<file path="config.mk">
export PLATFORM = sky130hd
export DESIGN_NAME = multicycle_ctrl_flat
export DESIGN_NICKNAME = d
export VERILOG_FILES = /design/src/rtl/ctrl_pkg.sv /design/src/rtl/multicycle_ctrl_if.sv /design/src/rtl/multicycle_ctrl_op_decode.sv /design/src/rtl/multicycle_ctrl.sv /design/src/flat_wrapper.sv
export SDC_FILE = /design/constraint.sdc
export NUM_CORES = 1
export LEC_CHECK = 0
export ABC_AREA = 1
export BUFFER_PORTS_ARGS = -buffer_cell sky130_fd_sc_hd__buf_2
export CORE_UTILIZATION = 48
export DETAILED_ROUTE_END_ITERATION = 12
export PLACE_DENSITY = 0.82
export SLEW_MARGIN = 5
export SYNTH_ARGS = -nofsm -noshare
export SYNTH_HDL_FRONTEND = slang
export SYNTH_HIERARCHICAL = 1
export SYNTH_SLANG_ARGS = --single-unit
</file>
<file path="constraint.sdc">
create_clock -name clk -period 2.48 [get_ports clk]
set_clock_uncertainty 0.15 [all_clocks]
set_input_delay 0.372 -clock clk [delete_from_list [all_inputs] [get_ports clk]]
set_output_delay 0.372 -clock clk [all_outputs]
set_load 0.005 [all_outputs]
</file>
<file path="src/rtl/ctrl_pkg.sv">
// ctrl_pkg: shared encodings for the multicycle control unit.
//   state_t     - FSM state encodings (also exported on the state port)
//   OP_*        - instruction opcodes as seen on the IR output
//   PC_*        - pc_src mux selects
//   op_class_t  - one-hot-ish class flags produced by op_decode
package ctrl_pkg;

   typedef enum logic [2:0] {
      S_IDLE   = 3'd0,
      S_FETCH  = 3'd1,
      S_DECODE = 3'd2,
      S_EXEC   = 3'd3,
      S_MEM    = 3'd4,
      S_WB     = 3'd5,
      S_HALTED = 3'd6,
      S_BAD    = 3'd7
   } state_t;

   localparam logic [3:0] OP_ALU   = 4'h0;
   localparam logic [3:0] OP_ADDI  = 4'h1;
   localparam logic [3:0] OP_LOAD  = 4'h2;
   localparam logic [3:0] OP_STORE = 4'h3;
   localparam logic [3:0] OP_BEQ   = 4'h4;
   localparam logic [3:0] OP_JMP   = 4'h5;
   localparam logic [3:0] OP_HALT  = 4'hF;

   localparam logic [1:0] PC_INC = 2'b00;
   localparam logic [1:0] PC_BR  = 2'b01;
   localparam logic [1:0] PC_JMP = 2'b10;

   typedef struct packed {
      logic is_alu;
      logic is_imm;
      logic is_load;
      logic is_store;
      logic is_beq;
      logic is_jmp;
      logic is_halt;
      logic is_illegal;
   } op_class_t;

endpackage

</file>
<file path="src/rtl/multicycle_ctrl_if.sv">
// multicycle_ctrl_if: datapath-facing bundle of the control unit.
//   master: drives start/opcode/zero/mem_ready, observes control + status
//   slave : the control unit itself
interface multicycle_ctrl_if;
   logic        start;
   logic [3:0]  opcode;
   logic        zero;
   logic        mem_ready;
   logic        pc_en;
   logic [1:0]  pc_src;
   logic        ir_en;
   logic        mem_rd;
   logic        mem_wr;
   logic        alu_src;
   logic        rf_we;
   logic        rf_wsel;
   logic [2:0]  state;
   logic        halted;
   logic [15:0] retired;

   modport master (
      output start, opcode, zero, mem_ready,
      input  pc_en, pc_src, ir_en, mem_rd, mem_wr, alu_src, rf_we, rf_wsel,
             state, halted, retired
   );

   modport slave (
      input  start, opcode, zero, mem_ready,
      output pc_en, pc_src, ir_en, mem_rd, mem_wr, alu_src, rf_we, rf_wsel,
             state, halted, retired
   );
endinterface

</file>
<file path="src/rtl/multicycle_ctrl_op_decode.sv">
// op_decode: maps a 4-bit opcode to instruction class flags.
//   op  in  4  opcode
//   cls out    class flags; exactly one flag is set for any op
module op_decode
   import ctrl_pkg::*;
(
   input  logic [3:0] op,
   output op_class_t  cls
);
   always_comb begin
      cls = '0;
      case (op)
         OP_ALU:   cls.is_alu     = 1'b1;
         OP_ADDI:  cls.is_imm     = 1'b1;
         OP_LOAD:  cls.is_load    = 1'b1;
         OP_STORE: cls.is_store   = 1'b1;
         OP_BEQ:   cls.is_beq     = 1'b1;
         OP_JMP:   cls.is_jmp     = 1'b1;
         OP_HALT:  cls.is_halt    = 1'b1;
         default:  cls.is_illegal = 1'b1;
      endcase
   end
endmodule

</file>
<file path="src/rtl/multicycle_ctrl.sv">
// multicycle_ctrl: FSM control unit for a multicycle core.
//   clk  in   rising-edge clock
//   rst  in   synchronous active-high reset
//   bus  slave: start/opcode/zero/mem_ready in; pc/ir/mem/alu/rf controls,
//        state, halted and retired-instruction count out
// Control outputs are combinational from state, op, zero and mem_ready;
// state, op, halted and retired are registers.
module multicycle_ctrl
   import ctrl_pkg::*;
(
   input  logic             clk,
   input  logic             rst,
   multicycle_ctrl_if.slave bus
);
   state_t    st;
   logic [3:0] op;
   logic [3:0] dec_op;
   op_class_t cls;
   logic      retire;

   // op is only written at the end of DECODE, so DECODE must classify the
   // live IR opcode; every later state uses the captured copy.
   assign dec_op = (st == S_DECODE) ? bus.opcode : op;

   op_decode u_dec (.op(dec_op), .cls(cls));

   assign bus.state = st;

   // Instruction completion points.
   always_comb begin
      retire = 1'b0;
      case (st)
         S_DECODE: retire = cls.is_jmp | cls.is_illegal | cls.is_halt;
         S_EXEC:   retire = cls.is_beq;
         S_MEM:    retire = cls.is_store & bus.mem_ready;
         S_WB:     retire = 1'b1;
         default:  retire = 1'b0;
      endcase
   end

   always_comb begin
      bus.pc_en   = 1'b0;
      bus.pc_src  = PC_INC;
      bus.ir_en   = 1'b0;
      bus.mem_rd  = 1'b0;
      bus.mem_wr  = 1'b0;
      bus.alu_src = 1'b0;
      bus.rf_we   = 1'b0;
      bus.rf_wsel = 1'b0;
      case (st)
         S_FETCH: begin
            bus.mem_rd = 1'b1;
            if (bus.mem_ready) begin
               bus.ir_en = 1'b1;
               bus.pc_en = 1'b1;
            end
         end
         S_DECODE: if (cls.is_jmp) begin
            bus.pc_en  = 1'b1;
            bus.pc_src = PC_JMP;
         end
         S_EXEC: begin
            bus.alu_src = cls.is_imm | cls.is_load | cls.is_store;
            if (cls.is_beq && bus.zero) begin
               bus.pc_en  = 1'b1;
               bus.pc_src = PC_BR;
            end
         end
         S_MEM: begin
            // load/store are exclusive classes, so rd and wr never overlap
            bus.mem_rd = cls.is_load;
            bus.mem_wr = cls.is_store;
         end
         S_WB: begin
            bus.rf_we   = 1'b1;
            bus.rf_wsel = cls.is_load;
         end
         default: ;
      endcase
   end

   always_ff @(posedge clk) begin
      if (rst) begin
         st          <= S_IDLE;
         op          <= '0;
         bus.halted  <= 1'b0;
         bus.retired <= '0;
      end else begin
         if (retire) bus.retired <= bus.retired + 16'd1;
         case (st)
            S_IDLE:   if (bus.start) st <= S_FETCH;
            S_FETCH:  if (bus.mem_ready) st <= S_DECODE;
            S_DECODE: begin
               op <= bus.opcode;
               if (cls.is_halt) begin
                  st         <= S_HALTED;
                  bus.halted <= 1'b1;
               end else if (cls.is_jmp || cls.is_illegal) st <= S_FETCH;
               else st <= S_EXEC;
            end
            S_EXEC: begin
               if (cls.is_load || cls.is_store)  st <= S_MEM;
               else if (cls.is_alu || cls.is_imm) st <= S_WB;
               else st <= S_FETCH;
            end
            S_MEM:    if (bus.mem_ready) st <= cls.is_load ? S_WB : S_FETCH;
            S_WB:     st <= S_FETCH;
            S_HALTED: st <= S_HALTED;
            default:  st <= S_IDLE;
         endcase
      end
   end
endmodule

</file>
<file path="src/flat_wrapper.sv">
// flat-port wrapper written by rule: the top's interface ports become plain ports
module multicycle_ctrl_flat import ctrl_pkg::*;
  (clk, rst, bus_start, bus_opcode, bus_zero, bus_mem_ready, bus_pc_en, bus_pc_src, bus_ir_en, bus_mem_rd, bus_mem_wr, bus_alu_src, bus_rf_we, bus_rf_wsel, bus_state, bus_halted, bus_retired);
  multicycle_ctrl_if bus_i ();
  input  logic clk;
  input  logic rst;
  input wire logic [$bits(bus_i.start)-1:0] bus_start;
  input wire logic [$bits(bus_i.opcode)-1:0] bus_opcode;
  input wire logic [$bits(bus_i.zero)-1:0] bus_zero;
  input wire logic [$bits(bus_i.mem_ready)-1:0] bus_mem_ready;
  output wire logic [$bits(bus_i.pc_en)-1:0] bus_pc_en;
  output wire logic [$bits(bus_i.pc_src)-1:0] bus_pc_src;
  output wire logic [$bits(bus_i.ir_en)-1:0] bus_ir_en;
  output wire logic [$bits(bus_i.mem_rd)-1:0] bus_mem_rd;
  output wire logic [$bits(bus_i.mem_wr)-1:0] bus_mem_wr;
  output wire logic [$bits(bus_i.alu_src)-1:0] bus_alu_src;
  output wire logic [$bits(bus_i.rf_we)-1:0] bus_rf_we;
  output wire logic [$bits(bus_i.rf_wsel)-1:0] bus_rf_wsel;
  output wire logic [$bits(bus_i.state)-1:0] bus_state;
  output wire logic [$bits(bus_i.halted)-1:0] bus_halted;
  output wire logic [$bits(bus_i.retired)-1:0] bus_retired;
  assign bus_i.start = bus_start;
  assign bus_i.opcode = bus_opcode;
  assign bus_i.zero = bus_zero;
  assign bus_i.mem_ready = bus_mem_ready;
  assign bus_pc_en = bus_i.pc_en;
  assign bus_pc_src = bus_i.pc_src;
  assign bus_ir_en = bus_i.ir_en;
  assign bus_mem_rd = bus_i.mem_rd;
  assign bus_mem_wr = bus_i.mem_wr;
  assign bus_alu_src = bus_i.alu_src;
  assign bus_rf_we = bus_i.rf_we;
  assign bus_rf_wsel = bus_i.rf_wsel;
  assign bus_state = bus_i.state;
  assign bus_halted = bus_i.halted;
  assign bus_retired = bus_i.retired;
  multicycle_ctrl u_core (.clk(clk), .rst(rst), .bus(bus_i));
endmodule
</file>
==> results of run 1 <==
## through the flow
stage | worst slack [ns] | hold WS (ns) | cell area (µm²) | util, %
6_report | -0.484 | 0.138 | 2480 | 78.6
5_1_grt | -0.608 | 0.141 | 2480 | 78.6
4_1_cts | -0.201 | 0.163 | 2380 | 75.6
3_5_place_dp | -0.198 | 0.291 | 2040 | 64.6
3_3_place_gp | -0.0752 | 0.285 | 2040 | 64.6
2_1_floorplan | -0.0833 | 0.290 | 1680 | -
## Yosys cell counts, drive strengths merged, types with 2 or more instances
cell type  instances
buf                5
inv               43
xor2               5
or2                5
nand4              7
nand2             88
nor2              39
a21oi             22
nor3               4
nand3             12
dfxtp             24
xnor2              2
o21ai              7
a211oi             4
## critical path, delay by kind of cell, from the launching register on
kind | cells | cell delay (ns)
buffers and inverters | 8 | 0.73
and+or+nand+nor | 4 | 0.62
DFF | 1 | 0.39
AOI/OAI and AO/OA | 2 | 0.36
## state kept, by name (all words and copies together) (netlist names)
register,flops
u_core/bus.halted,1
u_core/bus.retired,16
u_core/bus.state,3
u_core/op,4
## cells by family after synthesis
kind of cell / synth area share, %
buf+inv: 12.2
fa+ha+maj: 0.757
simple gates: 41.0
xor+xnor: 3.71
flops: 29.1
compound gates: 13.3
## routing by layer
metal	vias up	track usage [%]
met5	-	0
met4	0	11.4
met3	36	2.77
met2	161	48.2
met1	953	41.0
li1	1017	-
## worst max path at each step
| stage | cells past startpoint | endpoint |
|---|---|---|
| 2_1_floorplan | 18 | u_core/bus.retired[5] |
| 5_1_grt | 14 | bus_alu_src |
| 6_report | 14 | bus_alu_src |
| 3_3_place_gp | 17 | u_core/bus.retired[12] |
| 3_5_place_dp | 17 | u_core/bus.retired[15] |
| 4_1_cts | 12 | bus_pc_en |
## timing repair
action,in CTS,in global routing
cloned,2,0
pin swaps,19,7
setup buffers,17,5
endpoints found under the setup margin,24,25
resized for setup,44,22
hold endpoints to repair,0,0
## layout make-up
type	instances	area [µm²]	share of cell area, %
flip-flops and latches	24	489	19.7
multi-input cells	201	1140	46.1
inverters	43	176	7.12
repair buffers	78	568	22.9
well taps	44	55.1	2.22
clock buffers	4	47.5	1.92
## power breakdown
part           switching, W  internal [W]
sequential        0.0000209      0.000410
combinational      0.000398      0.000366
clock              0.000151      0.000124
==> results.sh, run 1 <==
export IMPL_wl_per_cell_um=14.6
export IMPL_vias=2167
export IMPL_wl_met3_um=580
export IMPL_hold_path_class="in2reg"
export IMPL_worstPathArrival_ns=2.44
export IMPL_antenna_found_initial=0
export IMPL_outcome="complete, but fails checks"
export IMPL_routed_wl_mm=5.75
export IMPL_r2r_end="u_core/bus.retired[9]"
export IMPL_hold_depth=3
export IMPL_critical_path_class="reg2out"
export IMPL_cts_tree="yes"
export IMPL_vdd_drop_max_v=0.000499
export IMPL_drv_cap=0
export IMPL_ys_seq_area_share_pct=29.1
export IMPL_drive_above_1_share_pct=41.7
export IMPL_core_area_mm2=0.00315
export IMPL_ios=38
export IMPL_route_detailed_drc=0
export IMPL_ant_nets=0
export IMPL_wl_met2_mm=2.60
export IMPL_fillers=204
export IMPL_layout_commonest_cell="nand2_1"
export IMPL_finalHoldViolCount=0
export IMPL_finalCritPeriodShare_pct=120
export IMPL_violations="negative setup slack"
export IMPL_firstDrtPassIters=5
export IMPL_die_area_mm2=0.00368
export IMPL_netlist_instances=273
export IMPL_tns_ns=-7.74
export IMPL_num_rows=20
export IMPL_p_per_area_mw_per_mm2=593
export IMPL_path_cells="inv_4 > nor3_4 > or2_4 > inv_2 > a21oi_2 > buf_4 > nor2_4 > buf_4 > nand2_2 > buf_6 > inv_4 > o31ai_2 > inv_1 > buf_2"
export IMPL_slew_violations=0
export IMPL_clk_latency_ns=0.36
export IMPL_endpoint_kind="output port"
export IMPL_fin_crit_ns=2.96
export IMPL_synth_edf_count=0
export IMPL_cts_path_max_buffers=2
export IMPL_die_h_um=60.7
export IMPL_power_w=0.00147
export IMPL_highest_layer="met4"
export IMPL_place_inst=368
export IMPL_r2r_cells=18
export IMPL_portBuffers=37
export IMPL_grt_max_degree=24
export IMPL_p_leak_nw=1.16
export IMPL_clkSlewWorstSetupHoldPaths_ns=0.15
export IMPL_wl_met1_mm=2.29
export IMPL_setup_violations=25
export IMPL_syn_area_per_cell_um2=6.05
export IMPL_synth_top_area_share_pct=29.1
export IMPL_hold_buffers=0
export IMPL_hold_end="u_core/op[3]"
export IMPL_grt_use_total_pct=29.7
export IMPL_syn2layout_area_growth_pct=49.9
export IMPL_grt_pass1_vias=1722
export IMPL_syn_nets=283
export IMPL_die_x_um=60.7
export IMPL_rsz0062_at_grt="true"
export IMPL_yosysTopAreaCell="dfxtp_1"
export IMPL_critPathSlowestCell="dfxtp_4"
export IMPL_dp_hpwl_mm=2.96
export IMPL_rrSetupSlack_ns=-0.39
export IMPL_worst_r2r_startpoint="u_core/bus.state[1]"
export IMPL_synth_area_mm2=0.00165
export IMPL_ys_top_cells_by_area="dfxtp_1 29%, nand2_1 20%, inv_1 9.3%"
export IMPL_nNetsFinal=361
export IMPL_cts_made_buffers=3
export IMPL_via_per_inst=5.50
export IMPL_instances_no_fill=394
export IMPL_gp_congestion=0.922
export IMPL_yosysUniqueCellTypes=31
export IMPL_num_antenna_cells=0
export IMPL_clockRootBuffer="clkbuf_4"
export IMPL_slew_limit_headroom_pct=63.7
export IMPL_grt_pass1_wl_mm=8.07
export IMPL_first_iter_violations=285
export IMPL_ys_warn_count=6
export IMPL_layout_common_cells="81 x nand2_1, 37 x buf_2, 32 x nor2_1, 30 x buf_4, 24 x inv_1"
export IMPL_synthFlopType="dfxtp_1"
export IMPL_critPathMaxStageDelay_ns=0.39
export IMPL_hp_start="bus_opcode[3]"
export IMPL_startpoint_type="register"
export IMPL_clkSinkCount=24
export IMPL_gr_total_overflow=0
export IMPL_htreeDepth=1
export IMPL_crit_path_max_fanout=5
export IMPL_required_ns=1.96
export IMPL_synth_seq_cells=24
export IMPL_fin_ws_ns=-0.484
export IMPL_async_flop_share_pct=0
export IMPL_clock_fmax_ghz=0.337
export IMPL_worst_pin_slew_ns=0.544
export IMPL_start_util_pct=52.4
export IMPL_crit_start="u_core/bus.state[1]"
Power figures use the tool's default switching activity.
==> inputs of run 2 (changes only) <==
--- a/config.mk
+++ b/config.mk
@@ -7,9 +7,9 @@
 export LEC_CHECK = 0
 export ABC_AREA = 1
 export BUFFER_PORTS_ARGS = -buffer_cell sky130_fd_sc_hd__buf_2
-export CORE_UTILIZATION = 48
+export CORE_UTILIZATION = 45
 export DETAILED_ROUTE_END_ITERATION = 12
-export PLACE_DENSITY = 0.82
+export PLACE_DENSITY = 0.78
 export SLEW_MARGIN = 5
 export SYNTH_ARGS = -nofsm -noshare
 export SYNTH_HDL_FRONTEND = slang
==> run 2 against run 1 <==
  * The run still ends with negative setup slack left
  * Non-clock buffer count is 14 lower
  * Via count is 12% lower
  * Combinational power is 25% lower
  * Worst hold slack better by 0.021 ns
==> results.sh, run 2 (same netlist as run 1, synthesis figures left out) <==
export IMPL_routed_wl_mm=4.21
export IMPL_largest_register="u_core/bus.retired"
export IMPL_clkSinkCount=24
export IMPL_firstDrtPassIters=5
export IMPL_syn2layout_area_growth_pct=38.0
export IMPL_finalHoldViolCount=0
export IMPL_vias=1898
export IMPL_die_area_mm2=0.00392
export IMPL_cts_tree="yes"
export IMPL_grt_max_degree=24
export IMPL_tns_ns=-4.27
export IMPL_fin_ws_ns=-0.259
export IMPL_critical_path_class="reg2out"
export IMPL_die_x_um=62.6
export IMPL_slew_violations=0
export IMPL_p_leak_nw=1.06
export IMPL_grt_use_total_pct=21.1
export IMPL_critPathMaxStageDelay_ns=0.38
export IMPL_clkSlewWorstSetupHoldPaths_ns=0.13
export IMPL_drv_cap=0
export IMPL_htreeDepth=1
export IMPL_finalCritPeriodShare_pct=110
export IMPL_drive_above_1_share_pct=37.0
export IMPL_fillers=286
export IMPL_worst_pin_slew_ns=0.537
export IMPL_setup_violations=23
export IMPL_outcome="complete, but fails checks"
export IMPL_worst_path_most_repeated_cell="inv_2"
export IMPL_path_cells="inv_4 > nor3_4 > buf_4 > or2_4 > inv_2 > a21oi_2 > buf_4 > inv_2 > nand3_4 > inv_2 > nand3_2 > inv_2 > or3_1 > buf_2"
export IMPL_multiInputGateArea_mm2=0.00109
export IMPL_gp_congestion=0.894
export IMPL_crit_path_max_fanout=3
export IMPL_place_inst=367
export IMPL_first_iter_violations=95
export IMPL_cts_path_max_buffers=2
export IMPL_worstPathArrival_ns=2.22
export IMPL_wl_per_cell_um=11.1
export IMPL_hold_path_class="in2reg"
export IMPL_grt_pass1_wl_mm=6.67
export IMPL_crit_family="simple AND/OR/NAND/NOR gates"
export IMPL_rsz0062_at_grt="true"
export IMPL_die_h_um=62.6
export IMPL_clock_fmax_ghz=0.365
export IMPL_instances_no_fill=381
export IMPL_ios=38
export IMPL_required_ns=1.96
export IMPL_layout_commonest_cell="nand2_1"
export IMPL_worst_path_buf_inv=8
export IMPL_portBuffers=37
export IMPL_critPathSlowestCell="dfxtp_4"
export IMPL_startpoint_type="register"
export IMPL_clk_latency_ns=0.32
export IMPL_fin_crit_ns=2.74
export IMPL_route_detailed_drc=0
export IMPL_antenna_found_initial=0
export IMPL_clockRootBuffer="clkbuf_4"
export IMPL_endpoint_kind="output port"
export IMPL_sequential_cell_area_um2=487
export IMPL_layout_common_cells="83 x nand2_1, 37 x buf_2, 34 x nor2_1, 26 x inv_1, 21 x dfxtp_1"
export IMPL_num_antenna_cells=0
export IMPL_fin_util_pct=66.8
export IMPL_num_rows=21
export IMPL_p_per_area_mw_per_mm2=526
export IMPL_core_area_mm2=0.00342
export IMPL_start_util_pct=48.4
export IMPL_grt_pass1_vias=1568
export IMPL_via_per_inst=4.98
export IMPL_finalHoldWorstSlack_ns=0.159
export IMPL_cts_made_buffers=3
export IMPL_dp_hpwl_mm=2.88
export IMPL_vdd_drop_max_v=0.000299
export IMPL_violations="negative setup slack"
export IMPL_ant_nets=0
export IMPL_nNetsFinal=346
export IMPL_gr_total_overflow=0
export IMPL_slew_limit_headroom_pct=64.2
export IMPL_largest_reg_flops=16
run 2: layout make-up:
type                    count  area share [%]
multi-input cells         200            48.0
flip-flops and latches     24            21.3
repair buffers             64            19.1
inverters                  43            7.41
well taps                  46            2.52
clock buffers               4            1.59
run 2: repair_timing:
action                     in CTS  in global routing
pin swaps                       7                  9
gates cloned                    0                  1
buffers inserted                6                  5
hold buffers                    0                  0
resized for setup              27                 21
setup endpoints to repair      23                 24
run 2: power breakdown:
group	leakage [nW]	internal [W]	total, W	switching (W)
Combinational	0.844	0.000263	0.000571	0.000308
Clock	0.0210	0.0000899	0.000206	0.000116
Sequential	0.195	0.000408	0.000423	0.0000153
run 2: metrics by stage:
| step | total power, W | cell area, µm² | setup slack (ns) |
|---|---|---|---|
| after CTS | 0.00113 | 2160 | -0.221 |
| final | 0.00120 | 2280 | -0.259 |
| after detailed placement | 0.000839 | 2020 | -0.217 |
| after global routing | 0.00128 | 2280 | -0.401 |
| after global placement | 0.000834 | 2020 | -0.160 |
| after floorplan | 0.000697 | 1680 | -0.0833 |
run 2: worst min-delay path: cells and delay by family:
| family | cells | cell delay [ns] |
|---|---|---|
| buffers and inverters | 2 | 0.16 |
| AO/OA/AOI/OAI | 1 | 0.06 |
run 2: per-layer routing:
layer	part of all wire, %	track usage (%)
met1	45	29.2
met2	46	31.9
met3	7.3	4.38
met4	1.5	7.56
met5	0	0
run 2: worst paths after layout:
kind | start | end | slack [ns] | depth (start not counted)
worst max-delay path | u_core/bus.state[1] | bus_pc_en | -0.26 | 14
worst min-delay path | bus_opcode[1] | u_core/op[1] | 0.16 | 3
worst max register to register | u_core/bus.state[1] | u_core/bus.retired[6] | -0.23 | 19
worst min register to register | u_core/bus.halted | u_core/bus.halted | 0.31 | 2
